--- src/rtl/uart_sim_pkg.sv ---
// Shared types and constants for the simulation-side UART transmitter.
package uart_sim_pkg;

   typedef enum logic [1:0] {
      IDLE  = 2'd0,
      START = 2'd1,
      DATA  = 2'd2,
      STOP  = 2'd3
   } tx_state_t;

   localparam int OVERSAMPLE = 16;
   localparam int DATA_BITS  = 8;

   // A divisor of zero would stall the prescaler; run it as the fastest rate.
   function automatic logic [15:0] eff_divisor(input logic [15:0] div);
      return (div == 16'd0) ? 16'd1 : div;
   endfunction

endpackage

--- src/rtl/uart_sim_fifo.sv ---
// Synchronous FIFO with registered full/empty/level flags.
module uart_sim_fifo
   import uart_sim_pkg::*;
#(
   parameter int WIDTH = DATA_BITS,
   parameter int AW    = 4
) (
   input  logic             i_clk,
   input  logic             i_rst_n,
   input  logic             i_push,
   input  logic [WIDTH-1:0] i_din,
   input  logic             i_pop,
   output logic [WIDTH-1:0] o_dout,
   output logic             o_full,
   output logic             o_empty,
   output logic [AW:0]      o_level
);

   localparam int DEPTH = 1 << AW;

   logic [WIDTH-1:0] r_mem [DEPTH];
   logic [AW-1:0]    r_wr_ptr;
   logic [AW-1:0]    r_rd_ptr;
   logic [AW:0]      r_level;
   logic             r_full;
   logic             r_empty;

   logic             w_do_push;
   logic             w_do_pop;
   logic [AW:0]      w_level_next;

   assign w_do_push = i_push && !r_full;
   assign w_do_pop  = i_pop && !r_empty;

   // Occupancy after this edge; simultaneous push and pop leave it unchanged.
   always_comb begin
      w_level_next = r_level;
      if (w_do_push && !w_do_pop) begin
         w_level_next = r_level + (AW+1)'(1);
      end else if (!w_do_push && w_do_pop) begin
         w_level_next = r_level - (AW+1)'(1);
      end
   end

   // Storage array write port.
   // NOTE: the data array is not reset; only pointers and flags define validity, and leaving it out keeps it a plain RAM.
   always_ff @(posedge i_clk) begin
      if (w_do_push) begin
         r_mem[r_wr_ptr] <= i_din;
      end
   end

   // Pointers and registered status flags.
   // NOTE: non-blocking assignments so every flop samples pre-edge values, independent of statement order.
   always_ff @(posedge i_clk or negedge i_rst_n) begin
      if (!i_rst_n) begin
         r_wr_ptr <= '0;
         r_rd_ptr <= '0;
         r_level  <= '0;
         r_full   <= 1'b0;
         r_empty  <= 1'b1;
      end else begin
         if (w_do_push) r_wr_ptr <= r_wr_ptr + AW'(1);
         if (w_do_pop)  r_rd_ptr <= r_rd_ptr + AW'(1);
         r_level <= w_level_next;
         r_full  <= (w_level_next == (AW+1)'(DEPTH));
         r_empty <= (w_level_next == '0);
      end
   end

   assign o_dout  = r_mem[r_rd_ptr];
   assign o_full  = r_full;
   assign o_empty = r_empty;
   assign o_level = r_level;

endmodule

--- src/rtl/uart_sim_tx.sv ---
// Simulation UART transmitter: FIFO-buffered bytes serialised as 8N1/8N2
// using a 16x-oversampled bit clock derived from divisor_i.
module uart_sim_tx
   import uart_sim_pkg::*;
#(
   parameter int FIFO_AW   = 4,
   parameter int STOP_BITS = 1
) (
   input  logic               wb_clk_i,
   input  logic               wb_rst_ni,
   input  logic [7:0]         tx_data_i,
   input  logic               tx_valid_i,
   output logic               tx_ready_o,
   input  logic [15:0]        divisor_i,
   output logic               tx_o,
   output logic               busy_o,
   output logic [FIFO_AW:0]   fifo_level_o
);

   localparam logic [3:0] TICK_LAST = 4'(OVERSAMPLE - 1);
   localparam logic [2:0] BIT_LAST  = 3'(DATA_BITS - 1);
   localparam logic       STOP_LAST = 1'(STOP_BITS - 1);

   tx_state_t        r_state,      w_state_next;
   logic [7:0]       r_shift,      w_shift_next;
   logic [15:0]      r_div,        w_div_next;
   logic [15:0]      r_prescale,   w_prescale_next;
   logic [3:0]       r_tick_cnt,   w_tick_cnt_next;
   logic [2:0]       r_bit_cnt,    w_bit_cnt_next;
   logic             r_stop_cnt,   w_stop_cnt_next;
   logic             r_tx,         w_tx_next;
   logic             r_busy,       w_busy_next;

   logic             w_push;
   logic             w_pop;
   logic             w_load;
   logic             w_full;
   logic             w_empty;
   logic             w_tick;
   logic             w_bit_done;
   logic [7:0]       w_fifo_dout;
   logic [FIFO_AW:0] w_level;
   logic [FIFO_AW:0] w_level_next;

   assign w_push = tx_valid_i && !w_full;
   assign w_pop  = w_load;

   uart_sim_fifo #(
      .WIDTH (DATA_BITS),
      .AW    (FIFO_AW)
   ) u_fifo (
      .i_clk   (wb_clk_i),
      .i_rst_n (wb_rst_ni),
      .i_push  (w_push),
      .i_din   (tx_data_i),
      .i_pop   (w_pop),
      .o_dout  (w_fifo_dout),
      .o_full  (w_full),
      .o_empty (w_empty),
      .o_level (w_level)
   );

   assign w_tick     = (r_prescale == 16'd0);
   assign w_bit_done = w_tick && (r_tick_cnt == TICK_LAST);

   // Next-state, datapath and line value; a frame load overrides the rest.
   // NOTE: every output gets a default first so no path leaves it unassigned (no latches).
   always_comb begin
      w_state_next    = r_state;
      w_shift_next    = r_shift;
      w_div_next      = r_div;
      w_prescale_next = r_prescale;
      w_tick_cnt_next = r_tick_cnt;
      w_bit_cnt_next  = r_bit_cnt;
      w_stop_cnt_next = r_stop_cnt;
      w_tx_next       = r_tx;
      w_load          = 1'b0;

      if (r_state != IDLE) begin
         if (w_tick) begin
            w_prescale_next = r_div - 16'd1;
            w_tick_cnt_next = r_tick_cnt + 4'd1;
         end else begin
            w_prescale_next = r_prescale - 16'd1;
         end
      end

      case (r_state)
         IDLE: begin
            w_tx_next = 1'b1;
            if (!w_empty) w_load = 1'b1;
         end
         START: begin
            if (w_bit_done) begin
               w_state_next = DATA;
               w_tx_next    = r_shift[0];
            end
         end
         DATA: begin
            if (w_bit_done) begin
               w_shift_next   = {1'b0, r_shift[7:1]};
               w_bit_cnt_next = r_bit_cnt + 3'd1;
               if (r_bit_cnt == BIT_LAST) begin
                  w_state_next    = STOP;
                  w_tx_next       = 1'b1;
                  w_stop_cnt_next = 1'b0;
               end else begin
                  w_tx_next = r_shift[1];
               end
            end
         end
         STOP: begin
            if (w_bit_done) begin
               if (r_stop_cnt == STOP_LAST) begin
                  if (!w_empty) begin
                     w_load = 1'b1;
                  end else begin
                     w_state_next = IDLE;
                     w_tx_next    = 1'b1;
                  end
               end else begin
                  w_stop_cnt_next = r_stop_cnt + 1'b1;
               end
            end
         end
         default: begin
            w_state_next = IDLE;
            w_tx_next    = 1'b1;
         end
      endcase

      if (w_load) begin
         w_state_next    = START;
         w_shift_next    = w_fifo_dout;
         w_div_next      = eff_divisor(divisor_i);
         w_prescale_next = eff_divisor(divisor_i) - 16'd1;
         w_tick_cnt_next = '0;
         w_bit_cnt_next  = '0;
         w_stop_cnt_next = 1'b0;
         w_tx_next       = 1'b0;
      end

      w_level_next = w_level + (FIFO_AW+1)'(w_push) - (FIFO_AW+1)'(w_pop);
      w_busy_next  = (w_state_next != IDLE) || (w_level_next != '0);
   end

   // State, datapath and registered outputs.
   always_ff @(posedge wb_clk_i or negedge wb_rst_ni) begin
      if (!wb_rst_ni) begin
         r_state    <= IDLE;
         r_shift    <= '0;
         r_div      <= '0;
         r_prescale <= '0;
         r_tick_cnt <= '0;
         r_bit_cnt  <= '0;
         r_stop_cnt <= 1'b0;
         r_tx       <= 1'b1;
         r_busy     <= 1'b0;
      end else begin
         r_state    <= w_state_next;
         r_shift    <= w_shift_next;
         r_div      <= w_div_next;
         r_prescale <= w_prescale_next;
         r_tick_cnt <= w_tick_cnt_next;
         r_bit_cnt  <= w_bit_cnt_next;
         r_stop_cnt <= w_stop_cnt_next;
         r_tx       <= w_tx_next;
         r_busy     <= w_busy_next;
      end
   end

   assign tx_ready_o   = !w_full;
   assign tx_o         = r_tx;
   assign busy_o       = r_busy;
   assign fifo_level_o = w_level;

endmodule

--- config.mk ---
export PLATFORM = sky130hd
export DESIGN_NAME = uart_sim_tx
export DESIGN_NICKNAME = d
export VERILOG_FILES = /design/src/rtl/uart_sim_pkg.sv /design/src/rtl/uart_sim_fifo.sv /design/src/rtl/uart_sim_tx.sv
export SDC_FILE = /design/constraint.sdc
export NUM_CORES = 1
export LEC_CHECK = 0
export ABC_CLOCK_PERIOD_IN_PS = 3800
export CAP_MARGIN = 20
export CORE_AREA = 4 4 157 114
export DETAILED_ROUTE_END_ITERATION = 8
export DIE_AREA = 0 0 161 118
export PLACE_DENSITY_LB_ADDON = 0.08
export SYNTH_ARGS = -nofsm -noshare
export SYNTH_HDL_FRONTEND = slang
export SYNTH_SLANG_ARGS = --single-unit
--- constraint.sdc ---
create_clock -name wb_clk_i -period 3.8 [get_ports wb_clk_i]
set_clock_uncertainty 0.05 [all_clocks]
set_input_delay 0.76 -clock wb_clk_i [delete_from_list [all_inputs] [get_ports wb_clk_i]]
set_output_delay 0.76 -clock wb_clk_i [all_outputs]
set_load 0.1 [all_outputs]
; ---- Word-level counts from Yosys, hierarchy flattened
; Memories as Yosys holds them, arrays and structs flattened.
; Cells that the tools add are included.
[op_classes]
n_addsub = 12
n_mul = 0
div = 0
order_cmp = 0
n_eq_ne = 12
n_shift = 0
n_mux = 43
bitwise = 0
n_reduce_logical = 27
[op_table]
columns = cell, n
row1 = two-way mux 16 bit, 4
row2 = subtractor 16 x 1 -> 16 bit (second input constant), 3
row3 = zero test 16 bit, 2
row4 = two-way mux 8 bit, 3
row5 = two-way mux 1 bit, 17
row6 = inequality test 3 x 2 -> 1 bit (second input constant), 5
row7 = two-way mux 2 bit, 7
row8 = adder 4 x 1 -> 4 bit (second input constant), 3
row9 = two-way mux 4 bit, 3
row10 = nonzero test 2 bit, 6
row11 = two-way mux 5 bit, 2
row12 = two-way mux 3 bit, 3
row13 = logical AND 1 bit, 6
row14 = case mux 2 bit (3 select lines), 1
row15 = adder 5 x 1 -> 5 bit, 1
row16 = adder 5 x 1 -> 5 bit (second input constant), 1
row17 = equality test 5 bit (second input constant), 1
row18 = zero test 5 bit, 1
row19 = AND reduction 5 bit, 1
row20 = nonzero test 5 bit, 1
row21 = subtractor 5 x 1 -> 5 bit, 1
row22 = subtractor 5 x 1 -> 5 bit (second input constant), 1
row23 = equality test 2 bit (second input constant), 2
row24 = equality test 4 bit (second input constant), 1
row25 = other kinds (13), 18
[totals]
register_bits = 67
latchBits = 0
ramBits = 128
rom_bits = 0
in_bits = 27
out_inout_bits = 8
wordCells = 109
memories = 1
[mem_list]
columns = memory, words, width, read_ports, rd_clocked_by_memory_dff, wr, line
row1 = u_fifo.r_mem, 16, 8, 1, 0, 1, uart_sim_fifo.sv:21  ; logic [WIDTH-1:0] r_mem [DEPTH];

; ---- Depth between registers and ports, before layout
[logic_depth]
depth_word = 9
depth_mapped = 15
depth_no_buf = 15

; ---- Modules after synthesis
; A second synthesis with hierarchy kept.
[hier_totals]
cells_unflattened = 672
hier_area_um2 = 9127.5
[modules_own_cells]
columns = mod, instances, cells_each, area_per_inst_um2, seq_area_each_um2
row1 = uart_sim_fifo, 1, 295, 5805.6, 4220.3
row2 = uart_sim_tx, 1, 377, 3321.9, 1277.5

; ---- Least setup slack after synthesis
; OpenSTA, ideal clock, no wires.
[synth_path]
kind = reg2reg
from = reg r_state[0]
to = reg r_busy, in the netlist busy_o
setup_ns = 0.139
arrival_ns = 3.545
required_ns = 3.611
setup_slack_ns = 0.066
stages_incl_launch_ff = 16
n_path_buf = 0
period_less_slack_ns = 3.734
cell_sequence = dfrtp_1 > inv_1 > ha_1 > or3b_4 > nor2_4 > a21o_2 > xnor2_1 > inv_1 > ha_1 > fa_1 > a21oi_1 > nor2_1 > nor2_1 > xnor2_1 > or4_1 > or4_1
[synth_via]
elab_chain_cells = 7
elab_cells_between_ends = 17
classes_between = add/sub: 1 / eq/ne: 3 / mux: 9 / reduce/logical: 4
[synth_rtl]
columns = item, line
row1 = start: declaration, uart_sim_tx.sv:24  ; tx_state_t r_state, w_state_next;
row2 = start signal: assignment, uart_sim_tx.sv:160  ; r_state <= w_state_next;
row3 = branches (longest 6 deep; another with subtractor 5 x 1 -> 5 bit), -
row4 = logical OR 1 bit *, uart_sim_tx.sv:144  ; w_busy_next = (w_state_next != IDLE) || (w_level_next != '0);
row5 = named net w_busy_next, uart_sim_tx.sv:32  ; logic r_busy, w_busy_next;
row6 = end signal: assignment, uart_sim_tx.sv:168  ; r_busy <= w_busy_next;
row7 = end: declaration, uart_sim_tx.sv:32
; Mark *: on every way through the listed nets, which the timed path passes.
; A chain may end at the register's enable or synchronous reset.

; ---- Worst setup path after layout
[layout_path]
from = reg r_state[0]
to = reg r_prescale[14]
[layout_via]
elab_chain_cells = 3
elab_cells_between_ends = 6
classes_between = eq/ne: 1 / mux: 2 / reduce/logical: 3
[layout_rtl]
columns = item, line
row1 = equality test 2 bit / zero test 2 bit (equally long branches), uart_sim_tx.sv:88  ; case (r_state)
row2 = case mux 1 bit (2 select lines), uart_sim_tx.sv:88
row3 = two-way mux 16 bit / nonzero test 2 bit (equally long branches), -
row4 = end signal: assignment, uart_sim_tx.sv:163  ; r_prescale <= w_prescale_next;
row5 = end: declaration, uart_sim_tx.sv:27  ; logic [15:0] r_prescale, w_prescale_next;
; Parallel ways exist; a longest one is shown, timed or not.

==> key figures <==
Routing
  • DR iter-0 viols: 580
  • Routed wire length: 19500 microns
  • Routed via count: 5594
  • First-pass iteration count of the detailed router: 6
  • Routed WL per cell: 20.9 microns
  • Remaining DRCs: 0
  • Per-cell via count in the routed design: 6.00
  • Post-detailed-route count of antenna-violating nets: 0

Clock network
  • Clock insertion delay at the later pin of the skew report: 0.43 ns
  • TritonCTS clock tree: built
  • CTS clk-pin slew, worst paths: 0.07 ns
  • CTS buffer count: 17
  • Max H-tree Level: 4
  • Buffer levels on the longest clock path: 2
  • Hold bufs inserted after CTS: 0
  • Clock root cell: clkbuf_16
  • Clock Sink Count: 194

Worst setup path
  • Buffers plus inverters on the worst setup path: 3
  • Arrival time at the worst endpoint: 3.94 ns
  • Critical Path Sink Type: register
  • CP Max Fanout: 40
  • Required time at the endpoint of the critical path: 4.11 ns
  • Critical path class: register to register
  • Stage delay of the slowest cell on the critical path: 0.57 ns
  • Cell with the largest stage delay on the worst path: or4_1
  • Top delay family on crit path: simple AND/OR/NAND/NOR gates
  • Sequence of cells on the critical path: inv_2 -> ha_4 -> or3b_4 -> nor2_4 -> buf_4 -> a21oi_4 -> buf_12 -> or3_1 -> nand2_1 -> ha_1 -> nand4_1 -> or4_1 -> nand3_1
  • Critical Path Start Type: register

Floorplan
  • Site Rows: 39
  • Die W: 161 microns
  • Vertical extent of the die: 118 microns
  • Count of boundary I/O pins: 35
  • Floorplan Core Area: 16200 sq um
  • Area of the die: 19000 sq um
  • Starting density of the core: 54.8%

GRT
  • Via count of the first global-routing pass: 5560
  • Largest net degree at the start of global routing: 51
  • Total Routing Usage GR: 21.5%
  • Wire length of the first global-routing pass: 31500 microns
  • GRT overflow: 0
  • Antenna violations before repair: 0

Pwr
  • Switching fraction of total power: 31.2%
  • Sequential share of power: 46.9%
  • Proportion of power drawn by the clock network: 31.0%
  • Total chip power: 5820 uW
  • Proportion of power drawn by combinational gates: 22.1%
  • Switching Power: 1810 uW
  • Worst IR drop on VDD: 0.000651 V
  • Leakage power summed over all cells: 0.00384 uW
  • Areal power density over the cells: 567 nW/um^2
  • Total internal power: 4010 uW

Logic synthesis
  • Mean area per synthesized cell: 13.8 sq um
  • Post-synthesis register bit count: 194
  • Mapped Area: 8880 sq um
  • Ys flop type: edfxtp_1
  • Share of flip-flops with an asynchronous set or reset: 34.0%
  • Syn Inst Count: 644
  • Count of synthesis-stage warnings from yosys: 0
  • Sequential cell area fraction in the yosys report: 61.9%
  • Synthesized netlist net count: 697
  • Number of enable-type register cells in the synthesized netlist: 128
  • Synth unique cells: 67

Cells and area
  • Layout cell share with drive strength beyond 1: 18.4%
  • Antenna diode count: 0
  • Filler cell count: 1248
  • Most common library cell in the layout ignoring fill and taps: edfxtp_1
  • Final net count: 749
  • Layout Utilization: 63.4%
  • Area added between synthesis and finish: 15.8%
  • Multi-input logic area: 3250 sq um
  • Commonest cells after routing, fill and taps aside: 128 x edfxtp_1, 87 x nand2_1, 63 x dfrtp_1
  • Sequential cell area: 5500 sq um

STA
  • Setup violation total in the final timing report: 0
  • Shortest clock period the worst path allows after layout: 3.63 ns
  • Final period util: 95.4%
  • Worst slew pin tran: 0.979 ns
  • Final hold violation count: 0
  • Achievable clock frequency: 0.276 GHz
  • Number of pins with negative max-slew slack in the final report: 0
  • Worst slew slack as a fraction of its limit: 34.5%

Placed design
  • Post-DP HPWL: 13000 microns
  • Routability cong.: 0.861
  • Input/output buffers: 34

Worst hold path
  • Tightest Hold Check Type: input port to async pin

Status
  • Outcome: finished, final reports clean

Run
  • Maximum Capacitance Violations: 0
==> layer usage <==
metal | GRT usage (%) | wire length (microns)
met5 | 0 | 0
met3 | 4.73 | 1140
met2 | 30.0 | 8470
met1 | 34.9 | 9710
met4 | 4.37 | 148
==> repair_timing <==
item                                    CTS  global route
endpoints found under the hold margin     0             0
pin swaps                                 1             2
cloned                                    0             0
endpoints found under the setup margin    1             4
resized for setup                         0            12
buffers inserted                          1             2
==> registers in the layout, indices dropped and copies added, names as in the netlist, 3 cells and up <==
register and cells:
u_fifo.r_mem 128, r_div 16, r_prescale 16, r_shift 8, u_fifo.o_level 5, r_tick_cnt 4, u_fifo.r_rd_ptr 4, u_fifo.r_wr_ptr 4
r_bit_cnt 3
==> layout make-up <==
| cell class | instances | area share [%] |
|---|---|---|
| well taps | 225 | 2.74 |
| multi-input cells | 404 | 31.6 |
| flip-flops and latches | 194 | 53.5 |
| inverters | 14 | 0.511 |
| clock inverters | 14 | 1.69 |
| clock buffers | 17 | 4.14 |
| repair buffers | 65 | 5.77 |
==> synthesized netlist by cell type, types with 2 or more instances <==
| cell type | n | area, sq um |
|---|---|---|
| nor3_1 | 10 | 50.1 |
| a211oi_1 | 2 | 15.0 |
| inv_1 | 14 | 52.6 |
| o22ai_1 | 2 | 12.5 |
| dfrtp_1 | 64 | 1600 |
| or4_1 | 5 | 37.5 |
| and4_1 | 2 | 17.5 |
| a31oi_1 | 8 | 50.1 |
| o21ai_0 | 28 | 140 |
| a22oi_1 | 3 | 22.5 |
| ha_1 | 25 | 313 |
| clkbuf_1 | 19 | 71.3 |
| nor2_1 | 51 | 191 |
| buf_1 | 10 | 37.5 |
| nor4_1 | 6 | 37.5 |
| o31ai_1 | 3 | 22.5 |
| o32ai_1 | 2 | 17.5 |
| nand2_1 | 87 | 327 |
| nand3_1 | 9 | 45.0 |
| dfstp_2 | 2 | 52.6 |
| a21o_1 | 2 | 15.0 |
| or3_1 | 5 | 31.3 |
| nand4_1 | 6 | 37.5 |
| edfxtp_1 | 128 | 3840 |
| and3_1 | 3 | 18.8 |
| xnor2_1 | 18 | 158 |
| a2bb2oi_1 | 2 | 17.5 |
| nand2b_1 | 3 | 18.8 |
| mux4_2 | 40 | 901 |
| xor2_1 | 7 | 61.3 |
| o21a_1 | 6 | 45.0 |
| or3b_2 | 2 | 17.5 |
| nand3b_1 | 2 | 15.0 |
| a21oi_1 | 20 | 100 |
| mux2i_1 | 14 | 140 |
| a2111oi_0 | 3 | 26.3 |
==> power groups by stage <==
stage          Combinational (uW)  Clock [uW]  Sequential [uW]
6_report                     1290        1800             2730
4_1_cts                      1270        1830             2710
3_5_place_dp                 1260           0             2750
2_1_floorplan                 730           0             2880
5_1_grt                      1410        1940             2760
3_3_place_gp                 1240           0             2740
==> worst paths after layout <==
check / slack [ns] / start / depth (start not counted) / endpoint
min reg2reg: 0.43 / r_div[14]$_DFFE_PN0P_ / 2 / r_div[14]$_DFFE_PN0P_
min: 0.19 / wb_rst_ni / 1 / r_div[3]$_DFFE_PN0P_
min in group wb_clk_i: 0.43 / r_div[14]$_DFFE_PN0P_ / 2 / r_div[14]$_DFFE_PN0P_
max in group asynchronous: 2.51 / wb_rst_ni / 2 / r_prescale[7]$_DFFE_PN0P_
max reg2reg: 0.17 / r_state[0]$_DFF_PN0_ / 13 / r_prescale[14]$_DFFE_PN0P_
max: 0.17 / r_state[0]$_DFF_PN0_ / 13 / r_prescale[14]$_DFFE_PN0P_
==> through the flow <==
step / hold WS (ns) / cell area [sq um] / setup TNS [ns] / worst slack, ns / cells
final: 0.190 / 10300 / 0 / 0.175 / 933
after global routing: 0.205 / 10300 / -0.00954 / -0.00954 / 933
after CTS: 0.192 / 10200 / 0 / 0.0104 / 931
after detailed placement: 0.411 / 9600 / -0.0111 / -0.0111 / 899
after global placement: 0.399 / 9600 / 0 / 0.0807 / 899
after floorplan: 0.383 / 8880 / 0 / 0.0659 / 644
==> worst reg2reg max path: cells and delay by family, from the launching register on <==
family / cells / cell delay [ns]
simple gates: 7 / 2.02
buf+inv: 3 / 0.46
compound gates: 1 / 0.07
flops: 1 / 0.42
fa+ha+maj: 2 / 0.54
==> kinds of logic after synthesis <==
kind of cell / share of synthesized area, %
buffers and inverters: 2.09
DFF: 61.9
AOI/OAI and AO/OA: 7.10
and+or+nand+nor: 10.8
xor gates and xnor gates: 2.47
adders and majority gates: 3.75
muxes: 11.9
Note: power is estimated with default switching activity, not from simulation.
